### src/rtl/alu_cmd_sequencer_if.sv
// alu_cmd_sequencer_if: receiver, transmitter and ALU signal bundle for the command sequencer
interface alu_cmd_sequencer_if #(
  parameter int DATA_BITS = 8,
  parameter int OP_BITS = 6
);
  logic i_rx_done;
  logic [DATA_BITS-1:0] i_rx_data;
  logic [DATA_BITS-1:0] i_alu_result;
  logic i_tx_done;
  logic [DATA_BITS-1:0] o_dato_A;
  logic [DATA_BITS-1:0] o_dato_B;
  logic [OP_BITS-1:0] o_op;
  logic o_tx_start;
  logic [DATA_BITS-1:0] o_tx_data;
  logic o_busy;
  logic o_timeout;
  logic o_op_err;
  modport master (
    output i_rx_done, i_rx_data, i_alu_result, i_tx_done,
    input o_dato_A, o_dato_B, o_op, o_tx_start, o_tx_data, o_busy, o_timeout, o_op_err
  );
  modport slave (
    input i_rx_done, i_rx_data, i_alu_result, i_tx_done,
    output o_dato_A, o_dato_B, o_op, o_tx_start, o_tx_data, o_busy, o_timeout, o_op_err
  );
endinterface

### src/rtl/alu_cmd_sequencer.sv
// alu_cmd_sequencer: assembles A/B/OP frames from the UART receiver, runs the ALU and transmits its result
module alu_cmd_sequencer #(
  parameter int DATA_BITS = 8,
  parameter int OP_BITS = 6,
  parameter int TIMEOUT_CYCLES = 50000000,
  parameter logic [DATA_BITS-1:0] ERR_CODE = DATA_BITS'(8'hEE)
) (
  input logic i_clk,
  input logic i_reset,
  alu_cmd_sequencer_if.slave bus
);
  localparam int TW = $clog2(TIMEOUT_CYCLES + 1);
  typedef enum logic [2:0] {GET_A, GET_B, GET_OP, EXEC, SEND, WAIT_TX} state_t;
  state_t state, state_nxt;
  logic [TW-1:0] timer;
  logic [OP_BITS-1:0] rx_op;
  logic op_ok, rx_op_ok, waiting, expire;
  assign rx_op = bus.i_rx_data[OP_BITS-1:0];
  assign rx_op_ok = (bus.i_rx_data >> OP_BITS) == '0 && rx_op inside {
    OP_BITS'(6'b100000), OP_BITS'(6'b100010), OP_BITS'(6'b100100), OP_BITS'(6'b100101),
    OP_BITS'(6'b100110), OP_BITS'(6'b100111), OP_BITS'(6'b000011), OP_BITS'(6'b000010)};
  assign waiting = state == GET_B || state == GET_OP;
  assign expire = waiting && !bus.i_rx_done && timer == TW'(TIMEOUT_CYCLES - 1);
  assign bus.o_busy = state inside {EXEC, SEND, WAIT_TX};
  assign bus.o_tx_start = state == SEND;
  always_ff @(posedge i_clk) state <= !i_reset ? GET_A : state_nxt;
  always_comb begin
    state_nxt = state;
    case (state)
      GET_A: state_nxt = bus.i_rx_done ? GET_B : GET_A;
      GET_B: state_nxt = bus.i_rx_done ? GET_OP : expire ? GET_A : GET_B;
      GET_OP: state_nxt = bus.i_rx_done ? EXEC : expire ? GET_A : GET_OP;
      EXEC: state_nxt = SEND;
      SEND: state_nxt = WAIT_TX;
      WAIT_TX: state_nxt = bus.i_tx_done ? GET_A : WAIT_TX;
      default: state_nxt = GET_A;
    endcase
  end
  always_ff @(posedge i_clk) begin
    if (!i_reset) begin
      timer <= '0;
      op_ok <= 1'b0;
      bus.o_dato_A <= '0;
      bus.o_dato_B <= '0;
      bus.o_op <= '0;
      bus.o_tx_data <= '0;
      bus.o_timeout <= 1'b0;
      bus.o_op_err <= 1'b0;
    end else begin
      timer <= waiting && !bus.i_rx_done && !expire ? timer + 1'b1 : '0;
      bus.o_timeout <= expire;
      bus.o_op_err <= state == EXEC && !op_ok;
      if (state == GET_A && bus.i_rx_done) bus.o_dato_A <= bus.i_rx_data;
      if (state == GET_B && bus.i_rx_done) bus.o_dato_B <= bus.i_rx_data;
      if (state == GET_OP && bus.i_rx_done) begin
        bus.o_op <= rx_op;
        op_ok <= rx_op_ok;
      end
      if (state == EXEC) bus.o_tx_data <= op_ok ? bus.i_alu_result : ERR_CODE;
    end
  end
endmodule

### src/flat_wrapper.sv
// flat-port wrapper written by rule: the top's interface ports become plain ports
module alu_cmd_sequencer_flat 
#(
  parameter int DATA_BITS = 8,
  parameter int OP_BITS = 6,
  parameter int TIMEOUT_CYCLES = 50000000,
  parameter logic [DATA_BITS-1:0] ERR_CODE = DATA_BITS'(8'hEE)
)
  (i_clk, i_reset, bus_i_rx_done, bus_i_rx_data, bus_i_alu_result, bus_i_tx_done, bus_o_dato_A, bus_o_dato_B, bus_o_op, bus_o_tx_start, bus_o_tx_data, bus_o_busy, bus_o_timeout, bus_o_op_err);
  alu_cmd_sequencer_if #(.DATA_BITS(DATA_BITS), .OP_BITS(OP_BITS)) bus_i ();
  input logic i_clk;
  input logic i_reset;
  input wire logic [$bits(bus_i.i_rx_done)-1:0] bus_i_rx_done;
  input wire logic [$bits(bus_i.i_rx_data)-1:0] bus_i_rx_data;
  input wire logic [$bits(bus_i.i_alu_result)-1:0] bus_i_alu_result;
  input wire logic [$bits(bus_i.i_tx_done)-1:0] bus_i_tx_done;
  output wire logic [$bits(bus_i.o_dato_A)-1:0] bus_o_dato_A;
  output wire logic [$bits(bus_i.o_dato_B)-1:0] bus_o_dato_B;
  output wire logic [$bits(bus_i.o_op)-1:0] bus_o_op;
  output wire logic [$bits(bus_i.o_tx_start)-1:0] bus_o_tx_start;
  output wire logic [$bits(bus_i.o_tx_data)-1:0] bus_o_tx_data;
  output wire logic [$bits(bus_i.o_busy)-1:0] bus_o_busy;
  output wire logic [$bits(bus_i.o_timeout)-1:0] bus_o_timeout;
  output wire logic [$bits(bus_i.o_op_err)-1:0] bus_o_op_err;
  assign bus_i.i_rx_done = bus_i_rx_done;
  assign bus_i.i_rx_data = bus_i_rx_data;
  assign bus_i.i_alu_result = bus_i_alu_result;
  assign bus_i.i_tx_done = bus_i_tx_done;
  assign bus_o_dato_A = bus_i.o_dato_A;
  assign bus_o_dato_B = bus_i.o_dato_B;
  assign bus_o_op = bus_i.o_op;
  assign bus_o_tx_start = bus_i.o_tx_start;
  assign bus_o_tx_data = bus_i.o_tx_data;
  assign bus_o_busy = bus_i.o_busy;
  assign bus_o_timeout = bus_i.o_timeout;
  assign bus_o_op_err = bus_i.o_op_err;
  alu_cmd_sequencer #(.DATA_BITS(DATA_BITS), .OP_BITS(OP_BITS), .TIMEOUT_CYCLES(TIMEOUT_CYCLES), .ERR_CODE(ERR_CODE)) u_core (.i_clk(i_clk), .i_reset(i_reset), .bus(bus_i));
endmodule
### config.mk
export PLATFORM = sky130hd
export DESIGN_NAME = alu_cmd_sequencer_flat
export DESIGN_NICKNAME = d
export VERILOG_FILES = /design/src/rtl/alu_cmd_sequencer_if.sv /design/src/rtl/alu_cmd_sequencer.sv /design/src/flat_wrapper.sv
export SDC_FILE = /design/constraint.sdc
export NUM_CORES = 1
export LEC_CHECK = 0
export CORE_MARGIN = 1.5
export CORE_UTILIZATION = 50
export DETAILED_ROUTE_END_ITERATION = 10
export PLACE_DENSITY = 0.78
export SYNTH_ARGS = -nofsm -noshare
export SYNTH_HDL_FRONTEND = slang
export SYNTH_SLANG_ARGS = --single-unit
### constraint.sdc
create_clock -name i_clk -period 3.02 [get_ports i_clk]
set_input_delay 0.453 -clock i_clk [delete_from_list [all_inputs] [get_ports i_clk]]
set_output_delay 0.453 -clock i_clk [all_outputs]
set_load 0.01 [all_outputs]
# --- Word-level counts from Yosys, hierarchy flattened ---
# Cells that the tools add are included.
word_totals:
  regBits: 62
  inputBits: 20
  output_inout_bits: 34
  wordCells: 49
classes:
  add_sub_neg: 1
  eq_ne: 14
  mux: 8
  n_reduce_logical: 17
ops:
  columns: ["op", "n"]
  rows:
  - ["$eq A6 B6 Y1 const B", 6]
  - ["$add A26 B1 Y26 const B", 1]
  - ["$eq A26 B26 Y1 const B", 1]
  - ["$pmux W3 S6", 1]
  - ["$eq A6 B2 Y1 const B", 2]
  - ["$mux W3", 3]
  - ["$logic_and A1 B1 Y1", 8]
  - ["$logic_not A8 Y1", 1]
  - ["$mux W8", 1]
  - ["$reduce_bool A8 Y1", 1]
  - ["$eq A3 B2 Y1 const B", 2]
  - ["$eq A3 B3 Y1 const B", 2]
  - ["$eq A3 B1 Y1 const B", 1]
  - ["$logic_not A1 Y1", 3]
  - ["$logic_not A3 Y1", 1]
  - ["$reduce_bool A3 Y1", 1]
  - ["$mux W1", 2]
  - ["$mux W2", 1]
  - ["$reduce_and A2 Y1", 1]
  - ["$logic_or A1 B1 Y1", 1]

# --- Logic depth before layout (Yosys ltp) ---
# Gate-level depths: netlist (run 1).
depth:
  word_depth: 7
  ltp_mapped: 7
  ltp_nobuf: 5

# --- Least setup slack after synthesis (run 1) ---
# OpenSTA, ideal clock, no wires.
synth_path:
  path_type: "register to register"
  from: "register u_core.timer[0]"
  to: "register u_core.timer[22]"
  setup_ps: 70
  arrival_ps: 1805
  required_ps: 2950
  path_slack_ps: 1145
  stages_incl_launch_ff: 7
  n_path_buf: 1
  period_less_slack_ps: 1875
  cell_sequence: "dfxtp_1 -> ha_1 -> nand3_1 -> or4_1 -> clkbuf_2 -> or4_1 -> a21oi_1"
synth_between:
  elab_chain_len: 5
  word_cells_on_any_way: 6
  classes_between: "1 x add/sub; 1 x eq/ne; 4 x reduce/logical"
synth_lines:
  columns: ["item", "line", "source"]
  rows:
  - ["from (decl)", "alu_cmd_sequencer.sv:15", "logic [TW-1:0] timer;"]
  - ["from (signal assigned)", "alu_cmd_sequencer.sv:50", "timer <= waiting && !bus.i_rx_done && !expire ? timer + 1'b1 : '0;"]
  - ["branches (longest 5 deep; another with $add A26 B1 Y26)", null, null]
# Several ways; the timed one is not identified.
# A chain may end at the register's enable or synchronous reset.

# --- Final worst setup path (run 1) ---
layout_path:
  from: "register u_core.state[0]"
  to: "output port bus_o_busy"
layout_between:
  elab_chain_len: 2
  word_cells_on_any_way: 4
  classes_between: "3 x eq/ne; 1 x reduce/logical"
layout_lines:
  columns: ["item", "line", "source"]
  rows:
  - ["from (decl)", "alu_cmd_sequencer.sv:14", "state_t state, state_nxt;"]
  - ["from (signal assigned)", "alu_cmd_sequencer.sv:26", "always_ff @(posedge i_clk) state <= !i_reset ? GET_A : state_nxt;"]
  - ["$eq A3 B2 Y1 / $eq A3 B3 Y1 (equally long branches)", "alu_cmd_sequencer.sv:24", "assign bus.o_busy = state inside {EXEC, SEND, WAIT_TX};"]
  - ["$reduce_bool A3 Y1 (*)", "alu_cmd_sequencer.sv:24", null]
  - ["to (decl)", "flat_wrapper.sv:22", "output wire logic [$bits(bus_i.o_busy)-1:0] bus_o_busy;"]
# Mark *: on every way between the ends. The rest lies on a longest branch, timed or not.

==> qor.csv, run 1 <==
metric,value,unit
Mapped Area,2660,sq um
initial antenna violation count,0,
sequential area share after synthesis,46.7,%
Final GP Congestion,0.835,
Buf/Inv on CP,1,
vias in the first global route,2008,
WL/cell,13.8,um
CTS tree,built,
std cell rows,26,
ANT cells,0,
root buf cell,clkbuf_8,
Tcrit/Tclk final,71.0,%
Tmin final,2.14,ns
DR pass1 iterations,4,
Seq cells post-synth,62,
core area,5110,sq um
power density over the cells,490,nW/um^2
Ports,54,
CP Data Required Time,2.57,ns
Initial DRC Count,105,
average size of a mapped cell,9.09,sq um
CP peak stage delay,0.54,ns
GRT Util Overall,21.2,%
syn nets,313,
Worst Hold Class,flop to flop,
largest net degree at the start of global routing,35,
Routed WL,5760,um
leakage,1.16,nW
die width,75.9,um
Final Cell Area,3410,sq um
area of the die,5760,sq um
I/O Buffers,53,
Maximum Capacitance Violations,0,
"delay-heaviest family, CP",buffers and inverters,
critical path startpoint category,flop,
Initial Utilization,52.0,%
synth cell count leaders,"dfxtp_1 (62), nand2_1 (29), nor2_1 (19)",
clock skew,0.00734,ns
# DRC,0,
critical path type,flop to output port,
relative slew slack,67.2,%
critical path cell sequence,"nand3b_1, nand2_1, clkdlybuf4s50_1",
Hold Crit Start,u_core.bus.o_dato_A[1],
setup TNS,0,ns
CTS resizes,0,
library cells used by synthesis,38,
GRT overflow,0,
first-pass GRT wire length,9100,um
largest area contributor in the netlist,dfxtp_1,
H-tree Lvls,3,
worst vdd ir,0.301,mV
routed vias,2209,
Critical Path Start,u_core.state[0],
YS warnings,0,
CP endpoint kind,output port,
Final nets,365,
hold_buf cts,0,
Max Clk Rate,467,MHz
count of final setup violators,0,
Post-synth EDFFs,0,
area growth from synthesis to layout,28.4,%
Post-DP Area,3230,sq um
HPWL Detailed,4050,um
layout cell share with drive strength beyond 1,6.05,%
Via density,5.30,
share of the synthesized area in the top cell type,46.7,%
Slew Limit Fails,0,
Post-CTS Setup Repair Bufs,0,
most frequent cell after synthesis,dfxtp_1,
worst-skew pair later-pin latency,0.33,ns
Final ANT Viol Nets,0,
Gate Count Post-Synth,292,
Worst Path Max Fanout,8,
actual slew at the worst max-slew pin,0.492,ns
worst-case clock buffer depth,2,
FF-to-FF Start,u_core.timer[0],
largest cells by area after synthesis,"dfxtp_1 (47%), mux2i_1 (5.3%), nand2_1 (4.1%)",
"Async S/R FF share, synth",0,%
RSZ-0062 raised after global routing,no,
chip height,75.9,um
Filler Cells Inserted,436,
CTS Sinks,62,
Worst-path clk slew,0.07,ns
Reg area,1240,sq um
Final Hold Fails,0,
status,"complete, no violations",
Slowest cell on crit path,clkdlybuf4s50_1,
Arrival @ worst endpoint,1.69,ns
CTS buffer count,9,
Main synth FF type,dfxtp_1,
Multi-input gate area,1330,sq um
-- logic make-up after synthesis --
family	after synthesis	share of synthesized area [%]
adders and majority gates	1	0.471
muxes	14	5.28
xor gates and xnor gates	13	4.29
DFF	62	46.7
and+or+nand+nor	130	27.0
AOI/OAI and AO/OA	51	12.7
buffers and inverters	21	3.53
-- cell type report --
cell class / instances / area share [%]
Tap cell: 70 / 2.57
Timing Repair Buffer: 57 / 16.4
Multi-Input combinational cell: 209 / 38.9
Clock inverter: 1 / 0.147
Inverter: 5 / 0.551
Sequential cell: 62 / 36.4
Clock buffer: 13 / 4.96
-- worst paths after layout --
path / end / slack (ns) / cells past startpoint
worst max register to register: u_core.timer[24] / 0.92 / 5
worst max-delay path: bus_o_busy / 0.88 / 3
worst min-delay path: u_core.bus.o_dato_A[1] / 0.46 / 2
worst min register to register: u_core.bus.o_dato_A[1] / 0.46 / 2
-- report_power, final --
group	internal, mW	switching (mW)
registers	0.840	0.0167
clock network	0.355	0.292
logic	0.0903	0.0745
-- flip-flops by register name, summed over array words and instances, names as in the netlist, 3 cells and up --
signal and cells:
u_core.state 3, u_core.timer 26, u_core.bus.o_tx_data 8, u_core.bus.o_dato_A 8, u_core.bus.o_op 6, u_core.bus.o_dato_B 8
-- placed cells by master, fill, tap and decap left out, types with 8 or more instances in the layout --
master,instances
a21boi_0,11
a21oi_1,16
clkbuf_8,12
clkdlybuf4s50_1,53
dfxtp_1,62
mux2i_1,14
nand2_1,29
nand3_1,12
nand3b_1,8
nor2_1,19
nor2b_1,15
o21ai_0,9
or3_1,9
xnor2_1,8
-- metal layers --
layer / GRT usage [%] / wire length [um]
met2: 31.9 / 2630
met3: 7.01 / 234
met4: 10.3 / 99
met1: 27.4 / 2790
met5: 0 / 0
-- stage by stage --
stage / total power, mW / utilization [%] / hold WS [ns] / instances / worst slack [ns]
2_1_floorplan: 0.954 / - / 0.437 / 292 / 1.15
3_3_place_gp: 1.04 / 63.3 / 0.451 / 403 / 1.05
3_5_place_dp: 1.04 / 63.3 / 0.458 / 403 / 0.979
4_1_cts: 1.68 / 66.7 / 0.465 / 417 / 0.842
5_1_grt: 1.73 / 66.7 / 0.495 / 417 / 0.756
6_report: 1.67 / 66.7 / 0.462 / 417 / 0.877
-- worst register-to-register path, stage by stage (launching register included) --
cell and delay, ns:
dfxtp_1 0.39, ha_1 0.21, nand3_1 0.11, or4_1 0.67, or4_1 0.48, a21oi_1 0.17
(Power assumes the default switching activity.)
==> run 2, diff against run 1 <==
--- a/config.mk
+++ b/config.mk
@@ -6,9 +6,9 @@
 export NUM_CORES = 1
 export LEC_CHECK = 0
 export CORE_MARGIN = 1.5
-export CORE_UTILIZATION = 50
+export CORE_UTILIZATION = 46
 export DETAILED_ROUTE_END_ITERATION = 10
-export PLACE_DENSITY = 0.78
+export PLACE_DENSITY = 0.76
 export SYNTH_ARGS = -nofsm -noshare
 export SYNTH_HDL_FRONTEND = slang
 export SYNTH_SLANG_ARGS = --single-unit
==> constraint.sdc (replaced) <==
create_clock -name i_clk -period 1.85 [get_ports i_clk]
set_input_delay 0.2775 -clock i_clk [delete_from_list [all_inputs] [get_ports i_clk]]
set_output_delay 0.2775 -clock i_clk [all_outputs]
set_load 0.01 [all_outputs]
==> run 2 against run 1 <==
Net effect: register-to-register slack lost 0.89 ns; global-route usage shrank 0.80 points; clock skew is essentially flat; largest cell class unchanged; critical endpoint is now u_core.timer[22]; count of clock-buffer cells in the layout shrank 3; worst hold slack gained 0.010 ns; routed wire length grew 4.3%; sequential cell count is the same; cell area grew 8.3%; total power grew 75%; clock power grew 90%; non-clock buffer count grew 25; die area grew 8.3%.
==> qor.csv, run 2 (synthesis results as in run 1) <==
metric,value,unit,change
status,"complete, no violations",,
leakage,1.34,nW,+15%
critical path type,flop to flop,,
Buf/Inv on CP,0,,-1
placed insts,427,,+6.0%
critical path startpoint category,flop,,
R2R depth,5,,unchanged
actual slew at the worst max-slew pin,0.407,ns,-0.0849 ns
first-pass GRT wire length,10000,um,+10%
Biggest register,u_core.timer,,
H-tree Lvls,3,,unchanged
WL/cell,13.5,um,-2.3%
CTS Sinks,62,,unchanged
Worst Path Max Fanout,9,,+1
"commonest non-fill, non-tap cell in the layout",dfxtp_1,,
clock skew,0.00740,ns,+0.0000610 ns
Tmin final,1.82,ns,
worst-skew pair later-pin latency,0.32,ns,about the same
Tcrit/Tclk final,98.4,%,
GRT overflow,0,,unchanged
root buf cell,clkbuf_8,,
Ports,54,,unchanged
largest net degree at the start of global routing,35,,unchanged
final core occ,66.6,%,-0.088 points
Final Hold Fails,0,,unchanged
CP Data Required Time,2.10,ns,-0.47 ns
layout cell share with drive strength beyond 1,16.6,%,+11 points
Post-Layout Cell Count,445,,+6.7%
CTS tree,built,,
ANT cells,0,,unchanged
Slew Limit Fails,0,,unchanged
Arrival @ worst endpoint,2.07,ns,+0.38 ns
critical path cell sequence,"ha_4, nand3_1, or4_4, or4_1, a21oi_1",,
Worst path depth,5,,+2
routed vias,2359,,+6.8%
Routed WL,6010,um,+4.3%
Initial Utilization,47.9,%,-4.1 points
Final ANT Viol Nets,0,,unchanged
chip height,79.0,um,+4.1%
RSZ-0062 raised after global routing,yes,,
Slowest cell on crit path,or4_4,,
CTS buffer count,9,,unchanged
std cell rows,27,,+3.8%
# DRC,0,,unchanged
area growth from synthesis to layout,39.1,%,
Via density,5.30,,about the same
power density over the cells,790,nW/um^2,+61%
area of the die,6240,sq um,+8.3%
most frequent cells in the layout,"dfxtp_1 (54), clkdlybuf4s50_1 (51), nand2_1 (29)",,
worst vdd ir,0.417,mV,+39%
core area,5540,sq um,+8.5%
Hold Crit Depth,2,,unchanged
die width,79.0,um,+4.1%
CP peak stage delay,0.58,ns,+0.04 ns
Final nets,390,,+6.8%
Maximum Capacitance Violations,0,,unchanged
Largest register FFs,26,,unchanged
relative slew slack,72.6,%,+5.4 points
Worst Hold Class,flop to flop,,
vias in the first global route,2237,,+11%
Worst-path clk slew,0.06,ns,about the same
Max Clk Rate,550,MHz,
hold_buf cts,0,,unchanged
initial antenna violation count,0,,unchanged
"delay-heaviest family, CP",simple AND/OR/NAND/NOR gates,,
CP endpoint kind,flop,,
Final GP Congestion,0.820,,-1.8%
Initial DRC Count,150,,+43%
I/O Buffers,53,,unchanged
worst-case clock buffer depth,2,,unchanged
GRT Util Overall,20.4,%,-0.80 points
DR pass1 iterations,4,,unchanged
HPWL Detailed,4260,um,+5.3%
count of final setup violators,0,,unchanged
run 2: cell count changes in the layout (fill, tap and decap cells not counted), moves of 2 or more:
cell / change
clkbuf_8: -3
clkinv_2: +2
or4_1: -2
a21oi_2: +2
or4_4: +2
clkdlybuf4s50_1: -2
buf_4: +23
a21oi_1: -2
bufinv_16: +2
dfxtp_2: +7
dfxtp_1: -8
run 2: power by group:
group	leakage, nW	switching, mW	internal, mW	total [mW]
Combinational	0.727	0.126	0.158	0.284
Clock	0.106	0.489	0.744	1.23
Sequential	0.506	0.0260	1.37	1.40
run 2: worst reg2reg max path: stages (launching register included):
cell     delay, ns
dfxtp_4       0.37
ha_4          0.12
nand3_1       0.10
or4_4         0.58
or4_1         0.42
a21oi_1       0.17
run 2: worst paths after layout:
kind                             endpoint  slack [ns]                    start
setup / recovery         u_core.timer[22]        0.03          u_core.timer[0]
hold / removal    u_core.bus.o_tx_data[4]        0.47  u_core.bus.o_tx_data[4]
setup reg to reg         u_core.timer[22]        0.03          u_core.timer[0]
hold reg to reg   u_core.bus.o_tx_data[4]        0.47  u_core.bus.o_tx_data[4]
run 2: layout make-up:
type	count	area (sq um)
multi-input cells	209	1360
repair buffers	82	766
flip-flops and latches	62	1250
clock inverters	5	75.1
clock buffers	10	128
well taps	72	90.1
fillers	462	1850
inverters	5	18.8
run 2: metal layers:
metal	track usage, %	part of all wire (%)	up-vias	wire length, um
met5	0	0	-	0
met4	9.47	1.4	0	86
met3	6.09	5.9	7	354
met2	31.3	45	59	2700
met1	26.4	48	1104	2860
li1	-	-	1189	-
run 2: repair_timing:
action,4_1_cts,5_1_grt
gates resized for setup,4,12
endpoints found under the setup margin,4,4
pin swaps,0,4
buffers inserted,1,2
run 2: stage by stage:
step | hold WS, ns | TNS (ns) | total power, mW | setup slack (ns) | cell area, sq um
CTS | 0.472 | 0 | 2.95 | 0.0161 | 3640
floorplan | 0.422 | 0 | 1.56 | 0.0314 | 2680
finish | 0.472 | 0 | 2.92 | 0.0305 | 3690
global placement | 0.449 | 0 | 1.71 | 0.0165 | 3430
global route | 0.484 | -0.124 | 3.04 | -0.0599 | 3690
detailed placement | 0.462 | -0.0854 | 1.71 | -0.0594 | 3430
